[src/rtl/sdr_fifo_pkg.sv]
// Shared constants and helpers for the SDR sample FIFO.
//   DW_DEF / AW_DEF / AF_LEVEL_DEF : default data width, address width and
//                                    almost-full threshold.
//   ERR_*_BIT                      : bit positions of the sticky error flags
//                                    in the diagnostic error register.
//   fifo_depth()                   : number of entries for a given address width.
package sdr_fifo_pkg;

  localparam int DW_DEF       = 8;
  localparam int AW_DEF       = 4;
  localparam int AF_LEVEL_DEF = 12;

  // Diagnostic register map: error flag positions.
  localparam int ERR_OVF_BIT  = 0;
  localparam int ERR_UDF_BIT  = 1;
  localparam int ERR_W        = 2;

  function automatic int fifo_depth(input int aw);
    return 1 << aw;
  endfunction

endpackage

[src/rtl/sdr_fifo_ram.sv]
// Simple dual-port RAM: one write port, one registered read port.
// Ports:
//   clk_i, rst_i       : clock, asynchronous active-high reset (read register only)
//   we_i, waddr_i, wdata_i : write port
//   re_i, raddr_i      : read enable / address; data appears on rdata_o
//                        one clock later and holds while re_i is low
//   rdata_o            : registered read data
module sdr_fifo_ram
  import sdr_fifo_pkg::*;
#(
  parameter int DW = DW_DEF,
  parameter int AW = AW_DEF
) (
  input  logic          clk_i,
  input  logic          rst_i,
  input  logic          we_i,
  input  logic [AW-1:0] waddr_i,
  input  logic [DW-1:0] wdata_i,
  input  logic          re_i,
  input  logic [AW-1:0] raddr_i,
  output logic [DW-1:0] rdata_o
);

  localparam int DEPTH = fifo_depth(AW);

  // Storage has no reset so it stays inferable as RAM.
  logic [DW-1:0] mem_q [0:DEPTH-1];
  logic [DW-1:0] rdata_q;

  always_ff @(posedge clk_i) begin
    if (we_i) begin
      mem_q[waddr_i] <= wdata_i;
    end
  end

  // Output register resets to zero and holds between reads.
  always_ff @(posedge clk_i or posedge rst_i) begin
    if (rst_i) begin
      rdata_q <= '0;
    end else if (re_i) begin
      rdata_q <= mem_q[raddr_i];
    end
  end

  assign rdata_o = rdata_q;

endmodule

[src/rtl/sdr_sample_fifo.sv]
// Synchronous sample FIFO with registered occupancy and diagnostic flags.
// Optional feature macro: SDR_FIFO_PEAK_EN (adds peak_level high-water mark).
// Ports:
//   clk, rst            : clock, asynchronous active-high reset
//   wr_en, wr_data      : write request and data
//   rd_en               : read request
//   rd_data, rd_valid   : registered read data, one-cycle valid pulse
//   full, empty         : level == depth / level == 0
//   almost_full         : level >= AF_LEVEL
//   level               : occupancy 0..depth
//   overflow, underflow : sticky error flags, cleared by clr_err (set wins)
//   peak_level          : (SDR_FIFO_PEAK_EN only) highest level seen
module sdr_sample_fifo
  import sdr_fifo_pkg::*;
#(
  parameter int DW       = DW_DEF,
  parameter int AW       = AW_DEF,
  parameter int AF_LEVEL = AF_LEVEL_DEF
) (
  input  logic          clk,
  input  logic          rst,
  input  logic          wr_en,
  input  logic [DW-1:0] wr_data,
  input  logic          rd_en,
  input  logic          clr_err,
  output logic [DW-1:0] rd_data,
  output logic          rd_valid,
  output logic          full,
  output logic          empty,
  output logic          almost_full,
  output logic [AW:0]   level,
  output logic          overflow,
  output logic          underflow
`ifdef SDR_FIFO_PEAK_EN
  ,
  output logic [AW:0]   peak_level
`endif
);

  localparam int          DEPTH     = fifo_depth(AW);
  localparam logic [AW:0] DEPTH_LVL = (AW+1)'(DEPTH);
  localparam logic [AW:0] AF_LVL    = (AW+1)'(AF_LEVEL);

  logic [AW-1:0]    wr_ptr_q, rd_ptr_q;
  logic [AW:0]      level_q, level_d;
  logic             full_q, empty_q, af_q;
  logic             rd_valid_q;
  logic [ERR_W-1:0] err_q, err_d;
  logic             wr_acc, rd_acc;

  // Read is judged first: a write into a full FIFO is allowed only
  // when a read frees a slot in the same cycle.
  assign rd_acc = rd_en & ~empty_q;
  assign wr_acc = wr_en & (~full_q | rd_acc);

  assign level_d = level_q + {{AW{1'b0}}, wr_acc} - {{AW{1'b0}}, rd_acc};

  always_comb begin
    err_d = err_q;
    if (clr_err) begin
      err_d = '0;
    end
    // Error events override a coincident clear.
    if (wr_en & ~wr_acc) begin
      err_d[ERR_OVF_BIT] = 1'b1;
    end
    if (rd_en & ~rd_acc) begin
      err_d[ERR_UDF_BIT] = 1'b1;
    end
  end

  always_ff @(posedge clk or posedge rst) begin
    if (rst) begin
      wr_ptr_q   <= '0;
      rd_ptr_q   <= '0;
      level_q    <= '0;
      full_q     <= 1'b0;
      empty_q    <= 1'b1;
      af_q       <= 1'b0;
      rd_valid_q <= 1'b0;
      err_q      <= '0;
    end else begin
      if (wr_acc) begin
        wr_ptr_q <= wr_ptr_q + 1'b1;
      end
      if (rd_acc) begin
        rd_ptr_q <= rd_ptr_q + 1'b1;
      end
      level_q    <= level_d;
      // Flags come from the next level so they are exact after the edge.
      full_q     <= (level_d == DEPTH_LVL);
      empty_q    <= (level_d == '0);
      af_q       <= (level_d >= AF_LVL);
      rd_valid_q <= rd_acc;
      err_q      <= err_d;
    end
  end

  sdr_fifo_ram #(
    .DW (DW),
    .AW (AW)
  ) u_ram (
    .clk_i   (clk),
    .rst_i   (rst),
    .we_i    (wr_acc),
    .waddr_i (wr_ptr_q),
    .wdata_i (wr_data),
    .re_i    (rd_acc),
    .raddr_i (rd_ptr_q),
    .rdata_o (rd_data)
  );

`ifdef SDR_FIFO_PEAK_EN
  logic [AW:0] peak_q;

  always_ff @(posedge clk or posedge rst) begin
    if (rst) begin
      peak_q <= '0;
    end else if (clr_err) begin
      peak_q <= level_d;
    end else if (level_d > peak_q) begin
      peak_q <= level_d;
    end
  end

  assign peak_level = peak_q;
`endif

  assign rd_valid    = rd_valid_q;
  assign full        = full_q;
  assign empty       = empty_q;
  assign almost_full = af_q;
  assign level       = level_q;
  assign overflow    = err_q[ERR_OVF_BIT];
  assign underflow   = err_q[ERR_UDF_BIT];

endmodule

[config.mk]
export PLATFORM = sky130hd
export DESIGN_NAME = sdr_sample_fifo
export DESIGN_NICKNAME = d
export VERILOG_FILES = /design/src/rtl/sdr_fifo_pkg.sv /design/src/rtl/sdr_fifo_ram.sv /design/src/rtl/sdr_sample_fifo.sv
export SDC_FILE = /design/constraint.sdc
export NUM_CORES = 1
export LEC_CHECK = 0
export BUFFER_PORTS_ARGS = -buffer_cell sky130_fd_sc_hd__buf_2
export CAP_MARGIN = 30
export CORE_AREA = 2 2 148 150
export DETAILED_ROUTE_END_ITERATION = 10
export DIE_AREA = 0 0 150 152
export GPL_TIMING_DRIVEN = 0
export HOLD_SLACK_MARGIN = 0.15
export PLACE_DENSITY = 0.47
export REMOVE_ABC_BUFFERS = 1
export SETUP_SLACK_MARGIN = 0.05
export SYNTH_ARGS = -nofsm -noshare
export SYNTH_HDL_FRONTEND = slang
export SYNTH_SLANG_ARGS = --single-unit
[constraint.sdc]
create_clock -name clk -period 3.3 [get_ports clk]
set_input_delay 0.66 -clock clk [delete_from_list [all_inputs] [get_ports clk]]
set_output_delay 0.66 -clock clk [all_outputs]
set_load 0.02 [all_outputs]
======== After elaboration in Yosys (flattened, before gate mapping) ========
Memories as Yosys holds them, arrays and structs flattened. A register that Yosys moved wholly into a read port is not among the register bits.
Index checks and enable logic that the tools add are counted.
storage, ports and cells
  register bits after elaboration ......... 19
  RAM bits ................................ 128
  bits of input ports ..................... 13
  output and inout port bits .............. 19
  logic and storage cells ................. 33
  memories kept ........................... 1
operators by class
  $add $sub $neg .......................... 4
  magnitude comparators ................... 1
  equality and inequality tests ........... 1
  multiplexer cells ....................... 5
  bitwise operators ....................... 9
  reductions and logical operators ........ 3
memories
  name         words  bits a word  rd ports  clocked after memory_dff  wr ports  line                RTL
  u_ram.mem_q  16     8            1         1                         1         sdr_fifo_ram.sv:27  logic [DW-1:0] mem_q [0:DEPTH-1];
operator list
  operator             count
  $add 4x1->4 const B  2
  $add 5x1->5          1
  $eq 5x5->1 const B   1
  $ge 5x4->1 const B   1
  $logic_not 5->1      1
  $sub 5x1->5          1
  $and 1x1->1          4
  $mux 1               4
  $not 1->1            4
  $reduce_bool 2->1    2
  $mux 2               1
  $or 1x1->1           1

======== Logic depth before layout (Yosys ltp) ========
  word-level depth ........................ 7
  gate-level depth with buffers ........... 12
  gate-level depth less buffers ........... 12

======== Hierarchy ========
From an unflattened synthesis, not the netlist that was laid out.
unflattened totals
  cell total of the unflattened synthesis .. 315
  area total of the unflattened synthesis .. 6222.2 um2
by module, submodules not included
  module           times used  cells an instance  area an instance (um2)
  sdr_fifo_ram     1           241                5335.1
  sdr_sample_fifo  1           74                 887.1

======== Worst setup path after synthesis ========
OpenSTA, ideal clock, no wires.
  path kind ............................... input to register
  start ................................... input port rd_en
  end ..................................... register full_q, in the netlist full
  setup time .............................. 0.101 ns
  data arrival time ....................... 2.652 ns
  slack ................................... 0.547 ns
  stages .................................. 12
  buffers on the path ..................... 0
  cell sequence ........................... nand2b_1 > a21boi_2 > inv_1 > ha_1 > inv_1 > ha_1 > inv_1 > fa_1 > nor2b_1 > o21ai_0 > and3_1 > nor4_1
between the ends
  cells in the longest elaborated chain, start to end .. 6
RTL lines
  item                    line                   RTL
  start: declaration      sdr_sample_fifo.sv:24  input logic rd_en,
  $and 1x1->1 *           sdr_sample_fifo.sv:53  assign rd_acc = rd_en & ~empty_q;
  $or 1x1->1              sdr_sample_fifo.sv:54  assign wr_acc = wr_en & (~full_q | rd_acc);
  $and 1x1->1             sdr_sample_fifo.sv:54
  $add 5x1->5             sdr_sample_fifo.sv:56  assign level_d = level_q + {{AW{1'b0}}, wr_acc} - {{AW{1'b0}}, rd_acc};
  $sub 5x1->5 *           sdr_sample_fifo.sv:56
  $eq 5x5->1 *            sdr_sample_fifo.sv:91  full_q <= (level_d == DEPTH_LVL);
  end signal: assignment  sdr_sample_fifo.sv:91
  end: declaration        sdr_sample_fifo.sv:46  logic full_q, empty_q, af_q;
Every way passes the cells marked *; elsewhere a longest branch is shown, timed or not.
A chain may end at the register's enable or synchronous reset.

======== Worst setup path after layout ========
  start ................................... register empty_q, in the netlist empty
  end ..................................... register full_q, in the netlist full
between the ends
  cells in the longest elaborated chain, start to end .. 7
RTL lines
  item                      line                   RTL
  start: declaration        sdr_sample_fifo.sv:46
  start signal: assignment  sdr_sample_fifo.sv:92  empty_q <= (level_d == '0);
  $not 1->1 *               sdr_sample_fifo.sv:53
  $and 1x1->1 *             sdr_sample_fifo.sv:53
  via rd_acc                sdr_sample_fifo.sv:49  logic wr_acc, rd_acc;
  $or 1x1->1                sdr_sample_fifo.sv:54
  $and 1x1->1               sdr_sample_fifo.sv:54
  $add 5x1->5               sdr_sample_fifo.sv:56
  $sub 5x1->5 *             sdr_sample_fifo.sv:56
  $eq 5x5->1 *              sdr_sample_fifo.sv:91
Mark *: on every way through the listed nets, which the timed path passes. The rest lies on a longest branch.

==> summary.md <==
| Metric | Value |
|---|---|
| First-pass GRT wire length | 21500 um |
| CTS Buffer Depth | 2 |
| Pins Over Slew Limit | 0 |
| Switching Share | 34.3% |
| CP arrival | 3140 ps |
| Mux cell area share after synthesis | 10.9% |
| Rows | 54 |
| ANT cells | 0 |
| Crit-path cells | nand2b_4 > inv_1 > ha_1 > inv_1 > ha_1 > inv_1 > fa_1 > nor2b_1 > o21ai_0 > and3_1 > nor4_1 |
| Clock power frac | 28.1% |
| CP Buf/Inv Count | 3 |
| Synth Area in XOR/XNOR | 1.26% |
| Clock Pin Slew Worst Setup and Hold Paths | 60 ps |
| CP required | 3610 ps |
| Unrepaired setup endpoints after global routing | no |
| Clock latency on the worst-skew pair | 420 ps |
| Final setup violation count | 0 |
| # DRC | 0 |
| CTS Buf Count | 17 |
| Placed cell count | 687 |
| Post-synthesis compound-gate area fraction | 5.38% |
| P&R area growth vs syn | 17.2% |
| WL/cell | 19.3 um |
| Clock Sinks | 155 |
| Post-Syn Area | 6250 sq um |
| IO Count | 32 |
| Max FO, Critical Path | 13 |
| Vias | 3303 |
| Placeable Area | 21400 sq um |
| Worst setup SP type | flop |
| Initial core utilization | 29.3% |
| Slew margin rel. | 37.3% |
| Fmax | 354 MHz |
| Avg Inst Size Synth | 16.1 sq um |
| DR pass1 iterations | 4 |
| Count of state elements after synthesis | 155 |
| Reg2Reg Depth | 11 |
| IO buf count | 31 |
| Area leader, netlist | edfxtp_1 |
| Ys Warns | 0 |
| Combinational fraction of design power | 29.7% |
| Post-synthesis adder-cell area fraction | 2.32% |
| Largest stage delay, worst path | 550 ps |
| Register area share after synthesis | 72.3% |
| # hold bufs at CTS | 0 |
| Via density per instance | 4.59 |
| Distinct cells, synth | 41 |
| Crit path time final | 2830 ps |
| Hold WC Path Type | in2async |
| Cells after synthesis | 388 |
| Sw Pwr | 2.24 mW |
| DR iter-0 viols | 260 |
| Most common cell on crit path | inv_1 |
| Final non-filler cell total | 719 |
| Final ANT Viol Nets | 0 |
| Largest net degree at the start of global routing | 23 |
| Tot GR Track Use | 13.1% |
| Final WL | 13900 um |
| Final Skew | 9.35 ps |
| Pwr/cell area | 893 nW/um^2 |
| Synth area leaders | edfxtp_1 (61%), dfrtp_1 (10%), mux2i_1 (8.6%) |
| Largest family of logic cells by synthesized area | multiplexers |
| Die X | 150 um |
| Total die area | 22800 sq um |
| Most common cell in the netlist | edfxtp_1 |
| Grt total ovfl | 0 |
| CP Depth | 11 |
| Top post-synthesis cells by count | edfxtp_1 (128), mux2i_1 (54), dfrtp_1 (26) |
| Post-synth ARST share | 17.4% |
| EDFF count, synth | 128 |
| Clk root buf | clkbuf_16 |
| RePlAce Congestion | 0.727 |
| Ratio of cells with drive above 1 in the final layout | 18.0% |
| Ys flop type | edfxtp_1 |
| Final count of hold timing violations | 0 |
| Outcome | completed |
| Internal cell power | 4.30 mW |
| CTS tree | built |
| Crit path max-delay cell type | dfstp_2 |
| Tightest Pin Transition | 937 ps |
| Vias in the first global route | 3511 |
| H-tree levels | 4 |
| Initial antenna violation count | 0 |
| Die height | 152 um |
| Tcrit/Tclk final | 85.6% |
| Setup CP Type | reg2reg |
| Area share of the largest cell type after synthesis | 61.5% |
| # Max-Cap Violations | 0 |
| Final cell utilization of the core | 34.3% |
| Crit. End Element | flop |
| P_leak | 2.68 nW |
| Crit-path leading delay family | simple AND/OR/NAND/NOR gates |
| Post-synthesis simple-gate area fraction | 5.02% |
| Peak VDD IR | 0.000352 V |
| Post-detail-place hpwl | 9180 um |
| Nets | 450 |
| Flop pwr share | 42.2% |
final cells by class:
type,instances,area [sq um]
Multi-Input combinational cell,196,1570
Fill cell,2121,14000
Sequential cell,155,4520
Timing Repair Buffer,38,248
Clock buffer,20,447
Tap cell,280,350
Inverter,18,67.6
Clock inverter,12,116
metrics by stage:
| step | hold WS (ps) | setup slack (ps) | TNS, ps | cell area (sq um) | power (mW) |
|---|---|---|---|---|---|
| 2_1_floorplan | 452 | 375 | 0 | 6150 | 4.05 |
| 3_3_place_gp | 477 | -188 | -1730 | 6650 | 4.71 |
| 3_5_place_dp | 481 | -272 | -804 | 6750 | 4.77 |
| 4_1_cts | 289 | 223 | 0 | 7310 | 6.62 |
| 5_1_grt | 323 | 190 | 0 | 7320 | 6.94 |
| 6_report | 286 | 474 | 0 | 7320 | 6.54 |
worst paths after layout:
kind	start	end	slack, ps
hold reg to reg	rd_ptr_q[3]$_DFFE_PP0P_	rd_ptr_q[3]$_DFFE_PP0P_	490
min in group clk	clr_err	err_q[0]$_DFFE_PP0P_	430
setup / recovery	empty$_DFF_PP1_	full$_DFF_PP0_	470
setup reg to reg	empty$_DFF_PP1_	full$_DFF_PP0_	470
max in group asynchronous	rst	rd_ptr_q[1]$_DFFE_PP0P_	2510
hold / removal	rst	err_q[0]$_DFFE_PP0P_	290
cell usage in the layout, fill, tap and decap left out, types with 2 or more instances in the layout:
cell type,n
a32oi_1,6
clkbuf_1,2
nor2b_1,5
mux4_1,2
inv_6,3
buf_12,2
clkinv_4,3
nand3_1,8
buf_4,2
a22oi_1,21
nor3_1,4
and2_1,2
o21ai_0,5
clkinvlp_4,4
xnor2_1,6
edfxtp_1,128
nand2_1,25
nand2b_1,2
nor2_1,15
ha_1,10
mux2i_1,54
clkbuf_16,17
dfrtp_1,24
dfrtp_2,2
a21oi_1,8
buf_2,33
xor2_1,3
mux4_2,3
inv_1,18
mux2_2,2
worst reg2reg max path, delay by kind of cell, from the launching register on:
kind	cells	cell delay [ps]
buffers and inverters	3	270
AND/OR/NAND/NOR	4	920
adder cells (fa/ha/maj)	3	870
flip-flops	1	550
AO/OA/AOI/OAI	1	110
layer usage:
| metal | vias to the layer above | wire, um | track usage (%) | share of wire [%] |
|---|---|---|---|---|
| met2 | 55 | 6790 | 21.0 | 49 |
| met4 | 0 | 366 | 5.53 | 2.6 |
| met3 | 22 | 493 | 2.79 | 3.6 |
| met1 | 1680 | 6200 | 17.0 | 45 |
| li1 | 1546 | - | - | - |
| met5 | - | 0 | 0 | 0 |
registers in the layout, indices dropped and copies added, names as in the netlist:
name           count
rd_valid           1
wr_ptr_q           4
almost_full        1
err_q              2
rd_ptr_q           4
u_ram.rdata_o      8
full               1
empty              1
level              5
u_ram.mem_q      128
kinds of logic after synthesis:
family	after synthesis
compound gates	47
fa+ha+maj	11
xor+xnor	9
flops	155
simple gates	68
mux	61
buf+inv	37
what timing repair did:
item                       in CTS  in global routing
gates cloned                    0                  0
setup endpoints to repair       1                  4
gates resized for setup         1                  2
buffers inserted                0                  0
power groups by stage:
stage,clock network [mW],registers [mW],logic [mW]
2_1_floorplan,0,2.91,1.14
5_1_grt,1.96,2.81,2.17
3_5_place_dp,0,2.81,1.96
3_3_place_gp,0,2.92,1.80
4_1_cts,1.88,2.77,1.97
6_report,1.84,2.76,1.94
No activity file was read; power rests on OpenSTA's default activity.
